## config.mk

```make
export PLATFORM = sky130hd
export DESIGN_NAME = multicycle_seq_ctrl
export DESIGN_NICKNAME = d
export VERILOG_FILES = /design/src/rtl/riscv_ctrl_pkg.sv /design/src/rtl/alu_ctrl_dec.sv /design/src/rtl/multicycle_seq_ctrl.sv
export SDC_FILE = /design/constraint.sdc
export NUM_CORES = 1
export LEC_CHECK = 0
export CORE_UTILIZATION = 50
export DETAILED_ROUTE_END_ITERATION = 8
export HOLD_SLACK_MARGIN = 0.03
export PLACE_DENSITY = 0.8
export SKIP_CTS_REPAIR_TIMING = 1
export SLEW_MARGIN = 20
export SYNTH_ARGS = -nofsm -noshare
export SYNTH_HDL_FRONTEND = slang
export SYNTH_SLANG_ARGS = --single-unit
```

## constraint.sdc

```tcl
create_clock -name clk -period 4.9 [get_ports clk]
set_input_delay 0.49 -clock clk [delete_from_list [all_inputs] [get_ports clk]]
set_output_delay 0.49 -clock clk [all_outputs]
set_load 0.01 [all_outputs]
```

## src/rtl/riscv_ctrl_pkg.sv

```systemverilog
// Shared types and constants for the multi-cycle RV64 sequencer:
// state encoding, opcode/funct3 values, ALU codes and instruction classes.
package riscv_ctrl_pkg;

   typedef enum logic [2:0] {
      IDLE,
      FETCH,
      DECODE,
      EXEC,
      MEM,
      WB,
      HALT
   } state_t;

   localparam logic [6:0] OP_R   = 7'b0110011;
   localparam logic [6:0] OP_LD  = 7'b0000011;
   localparam logic [6:0] OP_SD  = 7'b0100011;
   localparam logic [6:0] OP_BEQ = 7'b1100011;

   localparam logic [2:0] F3_ADDSUB = 3'b000;
   localparam logic [2:0] F3_AND    = 3'b111;
   localparam logic [2:0] F3_OR     = 3'b110;
   localparam logic [2:0] F3_LDSD   = 3'b011;
   localparam logic [2:0] F3_BEQ    = 3'b000;

   localparam logic [3:0] ALU_AND = 4'b0000;
   localparam logic [3:0] ALU_OR  = 4'b0001;
   localparam logic [3:0] ALU_ADD = 4'b0010;
   localparam logic [3:0] ALU_SUB = 4'b0110;

   // CLS_NONE marks an unsupported encoding
   typedef enum logic [2:0] {
      CLS_NONE,
      CLS_ADD,
      CLS_SUB,
      CLS_AND,
      CLS_OR,
      CLS_LD,
      CLS_SD,
      CLS_BEQ
   } iclass_t;

   function automatic iclass_t decode_class(input logic [6:0] op,
                                            input logic [2:0] f3,
                                            input logic       f7b5);
      iclass_t c;
      c = CLS_NONE;
      case (op)
         OP_R: begin
            case (f3)
               F3_ADDSUB: c = f7b5 ? CLS_SUB : CLS_ADD;
               F3_AND:    c = CLS_AND;
               F3_OR:     c = CLS_OR;
               default:   c = CLS_NONE;
            endcase
         end
         OP_LD:   if (f3 == F3_LDSD) c = CLS_LD;
         OP_SD:   if (f3 == F3_LDSD) c = CLS_SD;
         OP_BEQ:  if (f3 == F3_BEQ)  c = CLS_BEQ;
         default: c = CLS_NONE;
      endcase
      return c;
   endfunction

endpackage

```

## src/rtl/alu_ctrl_dec.sv

```systemverilog
// Combinational map from latched instruction class to ALU control code.
module alu_ctrl_dec
   import riscv_ctrl_pkg::*;
(
   input  logic [2:0] iclass,
   output logic [3:0] alu_control
);

   // branches compare by subtraction; loads/stores add base + offset
   always_comb begin
      alu_control = ALU_ADD;
      case (iclass)
         CLS_SUB, CLS_BEQ: alu_control = ALU_SUB;
         CLS_AND:          alu_control = ALU_AND;
         CLS_OR:           alu_control = ALU_OR;
         default:          alu_control = ALU_ADD;
      endcase
   end

endmodule

```

## src/rtl/multicycle_seq_ctrl.sv

```systemverilog
// Multi-cycle FETCH/DECODE/EXEC/MEM/WB sequencer over one shared memory port.
// Optional build macro MEM_TIMEOUT_EN: bounds every memory wait to
// TIMEOUT_CYCLES cycles and halts when the bound is hit.
//
// state  | meaning
// IDLE   | stopped, waiting for run
// FETCH  | instruction read from PC address, waits for mem_ready
// DECODE | classify IR, illegal encodings go to HALT
// EXEC   | ALU operation; beq resolves and retires here
// MEM    | data access at ALU address (ld read / sd write)
// WB     | register-file write, retire
// HALT   | stopped until rst (illegal instruction or memory timeout)
module multicycle_seq_ctrl
   import riscv_ctrl_pkg::*;
#(
   parameter int CNT_W          = 32,
   parameter int TIMEOUT_CYCLES = 16
) (
   input  logic             clk,
   input  logic             rst,
   input  logic             run,
   input  logic [6:0]       opcode,
   input  logic [2:0]       funct3,
   input  logic             funct7b5,
   input  logic             zero,
   input  logic             mem_ready,
   output logic             mem_read,
   output logic             mem_write,
   output logic             mem_sel_data,
   output logic             ir_write,
   output logic             pc_write,
   output logic             pc_src,
   output logic             alu_src,
   output logic [3:0]       alu_control_signal,
   output logic             RegWrite,
   output logic             MemtoReg,
   output logic             halted,
   output logic             illegal_instr,
   output logic [CNT_W-1:0] retired
);

   state_t     state, state_nxt;
   iclass_t    cls_q, cls_dec;
   logic       retire;
   logic       timeout;
   logic [3:0] alu_dec;

   assign cls_dec = decode_class(opcode, funct3, funct7b5);

   alu_ctrl_dec u_alu_ctrl_dec (
      .iclass      (cls_q),
      .alu_control (alu_dec)
   );

   assign alu_control_signal = (state == EXEC) ? alu_dec : ALU_ADD;

`ifdef MEM_TIMEOUT_EN
   localparam int TW = (TIMEOUT_CYCLES > 2) ? $clog2(TIMEOUT_CYCLES) : 1;
   localparam logic [TW-1:0] TMO_LOAD = TW'(TIMEOUT_CYCLES - 1);

   logic          waiting;
   logic [TW-1:0] tmo_cnt;

   assign waiting = ((state == FETCH) || (state == MEM)) && !mem_ready;
   assign timeout = waiting && (tmo_cnt == '0);

   // down-counter of remaining wait cycles; reloads whenever not stalled
   always_ff @(posedge clk) begin
      if (rst || !waiting)
         tmo_cnt <= TMO_LOAD;
      else if (tmo_cnt != '0)
         tmo_cnt <= tmo_cnt - TW'(1);
   end
`else
   assign timeout = 1'b0;
`endif

   // state register
   always_ff @(posedge clk) begin
      if (rst) state <= IDLE;
      else     state <= state_nxt;
   end

   // class is latched once in DECODE and held through EXEC/MEM/WB
   always_ff @(posedge clk) begin
      if (rst)                  cls_q <= CLS_NONE;
      else if (state == DECODE) cls_q <= cls_dec;
   end

   // sticky illegal flag and retired-instruction counter
   always_ff @(posedge clk) begin
      if (rst) begin
         illegal_instr <= 1'b0;
         retired       <= '0;
      end else begin
         if (state == DECODE && cls_dec == CLS_NONE) illegal_instr <= 1'b1;
         if (retire) retired <= retired + CNT_W'(1);
      end
   end

   // next state and strobes
   always_comb begin
      state_nxt    = state;
      mem_read     = 1'b0;
      mem_write    = 1'b0;
      mem_sel_data = 1'b0;
      ir_write     = 1'b0;
      pc_write     = 1'b0;
      pc_src       = 1'b0;
      alu_src      = 1'b0;
      RegWrite     = 1'b0;
      MemtoReg     = 1'b0;
      halted       = 1'b0;
      retire       = 1'b0;
      case (state)
         IDLE: if (run) state_nxt = FETCH;
         FETCH: begin
            mem_read = 1'b1;
            if (timeout) begin
               state_nxt = HALT;
            end else if (mem_ready) begin
               ir_write  = 1'b1;
               pc_write  = 1'b1;
               state_nxt = DECODE;
            end
         end
         DECODE: state_nxt = (cls_dec == CLS_NONE) ? HALT : EXEC;
         EXEC: begin
            case (cls_q)
               CLS_LD, CLS_SD: begin
                  alu_src   = 1'b1;
                  state_nxt = MEM;
               end
               CLS_BEQ: begin
                  pc_write  = zero;
                  pc_src    = zero;
                  retire    = 1'b1;
                  state_nxt = run ? FETCH : IDLE;
               end
               default: state_nxt = WB;
            endcase
         end
         MEM: begin
            mem_sel_data = 1'b1;
            if (cls_q == CLS_SD) mem_write = 1'b1;
            else                 mem_read  = 1'b1;
            if (timeout) begin
               state_nxt = HALT;
            end else if (mem_ready) begin
               if (cls_q == CLS_SD) begin
                  retire    = 1'b1;
                  state_nxt = run ? FETCH : IDLE;
               end else begin
                  state_nxt = WB;
               end
            end
         end
         WB: begin
            RegWrite  = 1'b1;
            MemtoReg  = (cls_q == CLS_LD);
            retire    = 1'b1;
            state_nxt = run ? FETCH : IDLE;
         end
         HALT:    halted = 1'b1;
         default: state_nxt = IDLE;
      endcase
   end

endmodule

```

# [Yosys cells after proc, flatten, opt, wreduce, memory -nomap -nowiden]
# Index checks and enable logic that the tools add are counted.
[word_totals] register_bits=39 input_bits=16 output_inout_bits=47
[classes] n_addsub=1 n_eq_ne=22 mux=34 n_bitwise=1 reduce_logical=7
[ops] cell="$add A32 B1 Y32 const B" count=1
[ops] cell="$eq A3 B3 Y1 const B" count=9
[ops] cell="$mux W3" count=8
[ops] cell="$pmux W3 S7" count=1
[ops] cell="$pmux W3 S3" count=2
[ops] cell="$mux W1" count=16
[ops] cell="$eq A3 B2 Y1 const B" count=5
[ops] cell="$eq A7 B6 Y1 const B" count=2
[ops] cell="$pmux W3 S4" count=1
[ops] cell="$logic_not A3 Y1" count=3
[ops] cell="$eq A7 B2 Y1 const B" count=1
[ops] cell="$eq A7 B7 Y1 const B" count=1
[ops] cell="$ne A2 B2 Y1 const B" count=3
[ops] cell="$pmux W3 S2" count=1
[ops] cell="$mux W4" count=1
[ops] cell="$pmux W1 S2" count=2
[ops] cell="$reduce_and A4 Y1" count=1
[ops] cell="$reduce_or A2 Y1" count=2
[ops] cell="$eq A3 B1 Y1 const B" count=1
[ops] cell="$pmux W1 S3" count=1
[ops] cell="$mux W2" count=1
[ops] cell="$logic_and A1 B1 Y1" count=1
[ops] cell="$not A1 Y1" count=1

# [Longest topological paths before layout]
# Gate-level depths: netlist of run 1.
[depth] ltp_word=6 ltp_mapped=7 mapped_depth_nobuf=6

# [Modules after synthesis]
# Synthesis of run 1 repeated with hierarchy kept, for this count alone.
[unflattened] cells_unflattened=296 area_unflattened_um2=2417.3
[by_module_without_submodules] mod="multicycle_seq_ctrl" n_inst=1 cells_each=289 area_each_um2=2364.8 seq_area_each_um2=780.7
[by_module_without_submodules] mod="alu_ctrl_dec" n_inst=1 cells_each=7 area_each_um2=52.6 seq_area_each_um2=0.0

# [Worst setup path before layout of run 1]
# Ideal clock, no wire load.
[synth_path] path_type="register to register" start="reg retired[15]" end="reg retired[31]" setup_ns=0.070 t_arrival_ns=1.817 required_ns=4.830 slack_ns=3.013 stages_incl_launch_ff=7 path_buffers=1 path_cell_list="dfxtp_1 and4_1 buf_6 nand4_4 or3_4 or4_1 a21oi_1"
[synth_between] elab_chain_len=1
[synth_lines] item="from (decl)" line_no="multicycle_seq_ctrl.sv:39" text="output logic [CNT_W-1:0] retired"
[synth_lines] item="from (signal assigned)" line_no="multicycle_seq_ctrl.sv:97" text="if (retire) retired <= retired + CNT_W'(1);"
[synth_lines] item="$add A32 B1 Y32" line_no="multicycle_seq_ctrl.sv:97"
# Every way passes these cells.
# A chain may end at the register's enable or synchronous reset.

# [Worst setup path after layout of run 1]
[layout_path] start="reg state[0]" end="out pc_write"
[layout_between] elab_chain_len=2
[layout_lines] item="from (decl)" line_no="multicycle_seq_ctrl.sv:42" text="state_t state, state_nxt;"
[layout_lines] item="from (signal assigned)" line_no="multicycle_seq_ctrl.sv:81" text="else state <= state_nxt;"
[layout_lines] item="$eq A3 B2 Y1 / $eq A3 B1 Y1 (equally long branches)" line_no="multicycle_seq_ctrl.sv:115" text="case (state)"
[layout_lines] item="$pmux W1 S2 (*)" line_no="multicycle_seq_ctrl.sv:115"
[layout_lines] item="to (decl)" line_no="multicycle_seq_ctrl.sv:31" text="output logic pc_write,"
# Mark *: on every way between the ends. The rest lies on a longest branch, timed or not.

==> run metrics, run 1 <==
outcome finished, violations left; failing checks design-rule violations; Syn Area/Cell 7.98 µm²; WP data arrival 2.23 ns; largest cells by area after synthesis dfxtp_1 32%, nor2_1 5.8%, xnor2_1 5.5%; post-synth cell types 61; Crit. End Element primary output; number of synthesized flops with an enable pin 0; wire length per cell 14.1 µm; setup violators final 0; Slew Limit Headroom 50.9%; Critical Path RT 4.41 ns; First-pass DRT Iterations 6; dpl cells 400; drt drc 1; initial antenna violation count 0; final period utilization 55.5%; Syn Nets 319; Setup CP Type register to primary output; min Tclk post-route 2.72 ns; Slew Limit Fails 0; input/output buffers 61; pin count of the biggest net entering global routing 28; via count 2400; worst hold path cell count 2; met2 Track Usage GR 36.8%; Max Root-Sink Buffers 2; Setup Skew 0.00725 ns; reg2reg end retired[27]; Post-Layout Cell Count 408; max-cap violations 0; actual slew at the worst max-slew pin 0.736 ns; die height 71.4 µm; Synth area leader dfxtp_1; CP max FO 19; Final HPWL DP 4.08 mm; GRT met3 Usage 4.50%; Yosys top cell area share 32.4%; post-synthesis sequential area ratio 32.4%; Hold Startpoint illegal_instr; Final nets 372; Root Buffer clkbuf_8; Core ar. 4500 µm²; top_reg_cell synth dfxtp_1; RSZ-0062 raised after global routing false; met1 Usage GRT 31.9%; drt total wl 5.73 mm; Hold Crit Class register to register; Worst VDD drop 0.140 mV; CTS Buf Count 5; final hold vios 0; Total GRT Usage 23.3%; Post-Synthesis Cells 302; asr flop ratio synth 0%; # clock sinks 39; Yosys warnings 0; Starting Density 53.5%; Crit Reg-Reg Startpoint state[0]; IO Pins 63; max frequency 368 MHz; Worst Slack Setup Final 2.18 ns; Post-DRT Antenna Nets 0; layout cell share with drive strength beyond 1 5.06%; type of origin of the critical path register; first-pass GRT wire length 9.56 mm; DP Worst Slack 2.26 ns; TNS Setup 0 ns; clock-pin slew on the worst setup and hold paths 0.07 ns; Starting DRT DRC Count 192; GR Overflow Total 0; Power Dens Cells 258 nW/µm²; chip width 71.4 µm; Worst-Skew Late Latency 0.29 ns; top-count cell post-synth dfxtp_1; RD Place Congestion 0.808; vias in the first global route 2112; Hold WS 0.462 ns; flop and latch count out of synthesis 39; gr busiest metal met2; synth-to-layout area growth 29.7%; die area 5100 µm²; H-tree Lvls 2; n_diodes 0; CTS tree done; hold path endpoint illegal_instr; fill count 378; row count 24; vias per cell 5.88; Synth top cells by count 39 x dfxtp_1, 37 x nor2_1, 21 x nand2_1; Final Core Density 69.3%; Leak Pwr 1.09 nW; R2R cell count 5; Synth Cell Area 2410 µm²; R2R Setup Slk 2.61 ns
critical path, stage by stage, from the launching register on:
cell,delay (ns)
dfxtp_1,0.67
and3b_1,0.39
and3_1,0.24
nand2b_1,0.11
clkdlybuf4s50_1,0.53
layer usage:
metal | vias up | wire length [µm]
met1 | 1139 | 2860
met4 | 0 | 48
met2 | 53 | 2600
met3 | 4 | 231
li1 | 1204 | -
met5 | - | 0
where the power goes:
group	internal, mW	switching (mW)	total [mW]
sequential	0.329	0.0395	0.368
clock	0.165	0.108	0.273
combinational	0.0886	0.0755	0.164
flip-flops by register name, summed over array words and instances, names as in the netlist:
| signal | count |
|---|---|
| retired | 32 |
| state | 3 |
| cls_q | 3 |
| illegal_instr | 1 |
worst max-delay path by stage:
stage	start	endpoint	slack (ns)	depth (start not counted)
floorplan	retired[15]	retired[31]	3.01	6
global placement	mem_ready	pc_write	2.32	5
detailed placement	mem_ready	retired[13]	2.26	6
CTS	state[0]	pc_write	2.21	4
global route	state[0]	pc_write	2.08	4
finish	state[0]	pc_write	2.18	4
area by class of cell:
type | instances | area [µm²] | share of cell area [%]
Multi-Input combinational cell | 238 | 1510 | 48.3
Sequential cell | 39 | 781 | 25.0
Timing Repair Buffer | 62 | 618 | 19.8
Clock buffer | 6 | 82.6 | 2.64
Tap cell | 52 | 65.1 | 2.08
Clock inverter | 2 | 35.0 | 1.12
Inverter | 9 | 33.8 | 1.08
placed cells by master (no fill, tap or decap), types with 3 or more instances in the layout:
cell             count
a21oi_1             18
nor2_1              37
a21o_1               3
and4_1               5
xor2_1               9
or3_1                5
clkbuf_8             6
and3b_1              3
nand2b_1             5
o21ai_0             15
and3_1              10
and2_1               5
clkdlybuf4s50_1     61
a211oi_1             6
xnor2_1             15
a2111oi_0            4
a22oi_1              3
nand4_1              6
dfxtp_1             39
o2111ai_1            4
nand3b_1             4
o21a_1               3
nand3_1              8
nand2_1             21
nor3_1               6
or4_1                4
inv_1                9
per-stage QoR:
| step | area [µm²] | power, mW |
|---|---|---|
| 3_3_place_gp | 3010 | 0.534 |
| 5_1_grt | 3120 | 0.851 |
| 6_report | 3120 | 0.805 |
| 3_5_place_dp | 3010 | 0.536 |
| 4_1_cts | 3120 | 0.808 |
| 2_1_floorplan | 2410 | 0.472 |
cells by family (layout without fill, tap and decap cells):
logic type | Yosys count | in the layout | share of synthesized area [%]
adders and majority gates | 1 | 1 | 0.519
muxes | 1 | 1 | 0.467
xor gates and xnor gates | 24 | 24 | 8.73
other | 1 | 1 | 0.156
DFF | 39 | 39 | 32.4
and+or+nand+nor | 136 | 136 | 32.1
buffers and inverters | 25 | 79 | 4.99
AOI/OAI and AO/OA | 75 | 75 | 20.6
Power figures use the tool's default switching activity.
==> inputs of run 2 (changes only) <==
Settings changed: CORE_UTILIZATION 50 to 49, PLACE_DENSITY 0.8 to 0.78.
Clock period 4.9 ns to 2.5 ns, I/O delays scaled along.
==> run 2 against run 1 <==
The run now ends clean; via count is 1.3% higher; global-route usage is 0.28 points lower; clock-buffer cell count is 1 higher; die area is 2.0% higher; sequential power is 86% higher; clock power is 49% higher; utilization is 2.0 points lower; total power is 83% higher.
==> run metrics, run 2 (same netlist as run 1, synthesis figures left out) <==
clock-pin slew on the worst setup and hold paths 0.06 ns (about the same); WP data arrival 2.07 ns (-0.16 ns); first-pass GRT wire length 9.63 mm (+0.65%); crit-path max cell delay 0.55 ns (-0.12 ns); Worst Slack Setup Final 0.175 ns (-2.01 ns); final period utilization 93.0%; Storage cell area 781 µm² (unchanged); actual slew at the worst max-slew pin 0.562 ns (-0.173 ns); Core ar. 4720 µm² (+4.9%); Leak Pwr 1.12 nW (+2.9%); Crit Reg-Reg Startpoint cls_q[1]; CP max FO 12 (-7); Worst Setup SP cls_q[0]; TNS Setup 0 ns (unchanged); Starting Density 51.0% (-2.5 points); RSZ-0062 raised after global routing false; cells along the critical path and3b_1 -> or3_1 -> a21oi_1 -> clkdlybuf4s50_1; min Tclk post-route 2.32 ns; CTS tree done; Worst VDD drop 0.301 mV (+120%); CTS Buf Count 5 (unchanged); vias per cell 5.61 (-4.6%); setup violators final 0 (unchanged); Biggest register retired; initial antenna violation count 0 (unchanged); via count 2431 (+1.3%); # clock sinks 39 (unchanged); Critical Path RT 2.25 ns (-2.16 ns); Power Dens Cells 464 nW/µm² (+80%); multi-input logic area 1510 µm² (unchanged); Max Root-Sink Buffers 2 (unchanged); total power draw 1.48 mW (+83%); row count 25 (+4.2%); vias in the first global route 2139 (+1.3%); Hold Startpoint illegal_instr; n_diodes 0 (unchanged); max-cap violations 0 (unchanged); Final HPWL DP 4.32 mm (+5.9%); pin count of the biggest net entering global routing 16 (-43%); die area 5200 µm² (+2.0%); DP Worst Slack 0.248 ns (-2.01 ns); chip width 72.1 µm (+0.99%); Slew Limit Headroom 61.6% (+11 points); outcome complete, no violations; Final nets 382 (+2.7%); RD Place Congestion 0.803 (-0.68%); type of origin of the critical path register; layout cell share with drive strength beyond 1 7.10% (+2.0 points); Worst-Skew Late Latency 0.30 ns (about the same); R2R Setup Slk 0.39 ns (-2.22 ns); wire length per cell 13.3 µm (-5.3%); Total GRT Usage 23.0% (-0.28 points); synth-to-layout area growth 32.1%; GR Overflow Total 0 (unchanged); Post-Layout Cell Count 433 (+6.1%); H-tree Lvls 2 (unchanged); max frequency 430 MHz; input/output buffers 61 (unchanged); drt drc 0 (-1); Setup CP Type register to primary output; commonest non-fill, non-tap cell in the layout clkdlybuf4s50_1; Slew Limit Fails 0 (unchanged); Root Buffer clkbuf_8; final hold vios 0 (unchanged); dpl cells 425 (+6.3%); Largest regs retired x32, cls_q x3, state x3; slowest CP cell dfxtp_1; Setup Skew 0.00949 ns (+0.00225 ns); fill count 408 (+7.9%); die height 72.1 µm (+0.99%); commonest cells after routing, fill and taps aside 61 x clkdlybuf4s50_1, 39 x dfxtp_1, 37 x nor2_1; Crit. End Element primary output; drt total wl 5.76 mm (+0.51%); max reg flops 32 (unchanged); IO Pins 63 (unchanged); First-pass DRT Iterations 5 (-1); Starting DRT DRC Count 191 (-0.52%); Hold Crit Class register to register; Post-DRT Antenna Nets 0 (unchanged)
[run 2: worst max-delay path, delay by kind of cell (launching register included)]
kind            cells  cell delay, ns
compound gates      1            0.13
flops               1            0.55
simple gates        2            0.56
buf+inv             1            0.55
[run 2: area by class of cell]
cell class,instances,share of cell area [%]
flip-flops and latches,39,24.5
well taps,67,2.64
clock inverters,1,0.157
clock buffers,7,2.40
multi-input cells,238,47.4
repair buffers,72,21.8
inverters,9,1.06
[run 2: worst paths after layout]
| path | to | depth (start not counted) |
|---|---|---|
| setup / recovery | mem_read | 4 |
| hold / removal | illegal_instr | 2 |
| setup reg to reg | retired[27] | 5 |
| hold reg to reg | illegal_instr | 2 |
[run 2: metal layers]
metal  vias up  track usage [%]  share of wire (%)
met4         0             6.75                1.1
li1       1232                -                  -
met3         7             4.58                4.1
met1      1129             32.5                 48
met2        63             35.5                 46
met5         -                0                  0
[run 2: report_power, final]
| group | switching (mW) | total (mW) | internal (mW) |
|---|---|---|---|
| logic | 0.188 | 0.385 | 0.197 |
| registers | 0.0403 | 0.685 | 0.645 |
| clock network | 0.212 | 0.408 | 0.196 |
| total | 0.440 | 1.48 | 1.04 |
[run 2: metrics by stage]
step	instance area, µm²	util (%)	hold WS, ns
2_1_floorplan	2410	-	0.430
3_3_place_gp	3100	65.6	0.457
3_5_place_dp	3100	65.6	0.442
4_1_cts	3180	67.3	0.461
5_1_grt	3180	67.3	0.499
6_report	3180	67.3	0.458
==> inputs of run 3 (changes only) <==
Settings changed: MAX_ROUTING_LAYER set to met4.
==> run 3 against run 2 <==
Cell area unchanged; clock skew barely moved; sequential cell count is the same; critical path depth is the same; wire length grew 0.19%; non-clock buffer count unchanged; via count is essentially flat; die area unchanged; clock power is essentially flat; worst setup slack barely moved; sequential share of layout area unchanged; largest power group unchanged; highest routed layer unchanged.
==> run metrics, run 3 (same netlist as run 1, synthesis figures left out) <==
CTS Buf Count 5 (unchanged); CP max FO 12 (unchanged); actual slew at the worst max-slew pin 0.560 ns (-0.00209 ns); die height 72.1 µm (unchanged); Hold Crit Class register to register; Hold WS 0.458 ns (+0.000146 ns); Setup Skew 0.00928 ns (-0.000214 ns); layout cell share with drive strength beyond 1 7.10% (unchanged); Crit. End Element primary output; chip width 72.1 µm (unchanged); final hold vios 0 (unchanged); Final HPWL DP 4.32 mm (unchanged); Slew Limit Headroom 61.7% (+0.14 points); fill count 408 (unchanged); Post-Layout Cell Count 433 (unchanged); pin count of the biggest net entering global routing 16 (unchanged); die area 5200 µm² (unchanged); Largest regs retired x32, cls_q x3, state x3; synth-to-layout area growth 32.1% (unchanged); clock-pin slew on the worst setup and hold paths 0.07 ns (about the same); # clock sinks 39 (unchanged); H-tree Lvls 2 (unchanged); wire length per cell 13.3 µm (+0.19%); Critical Path RT 2.25 ns (about the same); Biggest register retired; Starting DRT DRC Count 155 (-19%); DP Worst Slack 0.248 ns (unchanged); drt total wl 5.77 mm (+0.19%); setup violators final 0 (unchanged); WP data arrival 2.07 ns (about the same); RD Place Congestion 0.815 (+1.4%); outcome complete, no violations; drt drc 0 (unchanged); type of origin of the critical path register; R2R Setup Slk 0.39 ns (about the same); commonest cells after routing, fill and taps aside 61 x clkdlybuf4s50_1, 39 x dfxtp_1, 37 x nor2_1; Setup CP Type register to primary output; TNS Setup 0 ns (unchanged); IO Pins 63 (unchanged); First-pass DRT Iterations 4 (-1); commonest non-fill, non-tap cell in the layout clkdlybuf4s50_1; max-cap violations 0 (unchanged); Total GRT Usage 23.8% (+0.75 points); dpl cells 425 (unchanged); Worst VDD drop 0.303 mV (+0.64%); Power Dens Cells 466 nW/µm² (+0.36%); initial antenna violation count 0 (unchanged); Root Buffer clkbuf_8; RSZ-0062 raised after global routing false; Worst-Skew Late Latency 0.30 ns (about the same); max frequency 430 MHz (about the same); Max Root-Sink Buffers 2 (unchanged); via count 2433 (+0.082%); Core ar. 4720 µm² (unchanged); Starting Density 51.0% (unchanged); final period utilization 93.0% (about the same); input/output buffers 61 (unchanged); n_diodes 0 (unchanged); row count 25 (unchanged); GR Overflow Total 0 (unchanged); Final Core Density 67.3% (unchanged); Worst Slack Setup Final 0.175 ns (+0.000228 ns); vias in the first global route 2136 (-0.14%); min Tclk post-route 2.32 ns (-0.000228 ns); Slew Limit Fails 0 (unchanged); max reg flops 32 (unchanged); Leak Pwr 1.12 nW (unchanged); Post-DRT Antenna Nets 0 (unchanged); vias per cell 5.62 (about the same); first-pass GRT wire length 9.66 mm (+0.36%); Final nets 382 (unchanged); CTS tree done
## run 3: area by class of cell
type | instances | area [µm²] | share of cell area (%)
multi-input cells | 238 | 1510 | 47.4
flip-flops and latches | 39 | 781 | 24.5
repair buffers | 72 | 693 | 21.8
well taps | 67 | 83.8 | 2.64
clock buffers | 7 | 76.3 | 2.40
inverters | 9 | 33.8 | 1.06
clock inverters | 1 | 5.00 | 0.157
## run 3: layer usage
layer  up-vias  GRT usage, %  wire [µm]
met4         0          6.75         70
met3         7          4.44        260
met5         -             -          0
li1       1234             -          -
met1      1130          32.6       2790
met2        62          35.6       2660
## run 3: final timing paths
check / endpoint / cells after the start / start
max: mem_read / 4 / cls_q[0]
min: illegal_instr / 2 / illegal_instr
max reg2reg: retired[27] / 5 / cls_q[1]
min reg2reg: illegal_instr / 2 / illegal_instr
## run 3: through the flow
step           power (mW)  area [µm²]
6_report             1.48        3180
5_1_grt              1.56        3180
4_1_cts              1.49        3180
3_5_place_dp         1.08        3100
3_3_place_gp         1.08        3100
2_1_floorplan       0.926        2410
## run 3: worst max-delay path, stage by stage (launching register included)
cell	delay [ns]
dfxtp_1	0.55
and3b_1	0.25
or3_1	0.31
a21oi_1	0.13
clkdlybuf4s50_1	0.55
## run 3: power by group
part / switching (mW) / total [mW] / internal (mW) / leakage, nW
combinational: 0.190 / 0.386 / 0.197 / 0.761
clock: 0.215 / 0.410 / 0.196 / 0.0422
sequential: 0.0412 / 0.686 / 0.645 / 0.315
total: 0.446 / 1.48 / 1.04 / 1.12
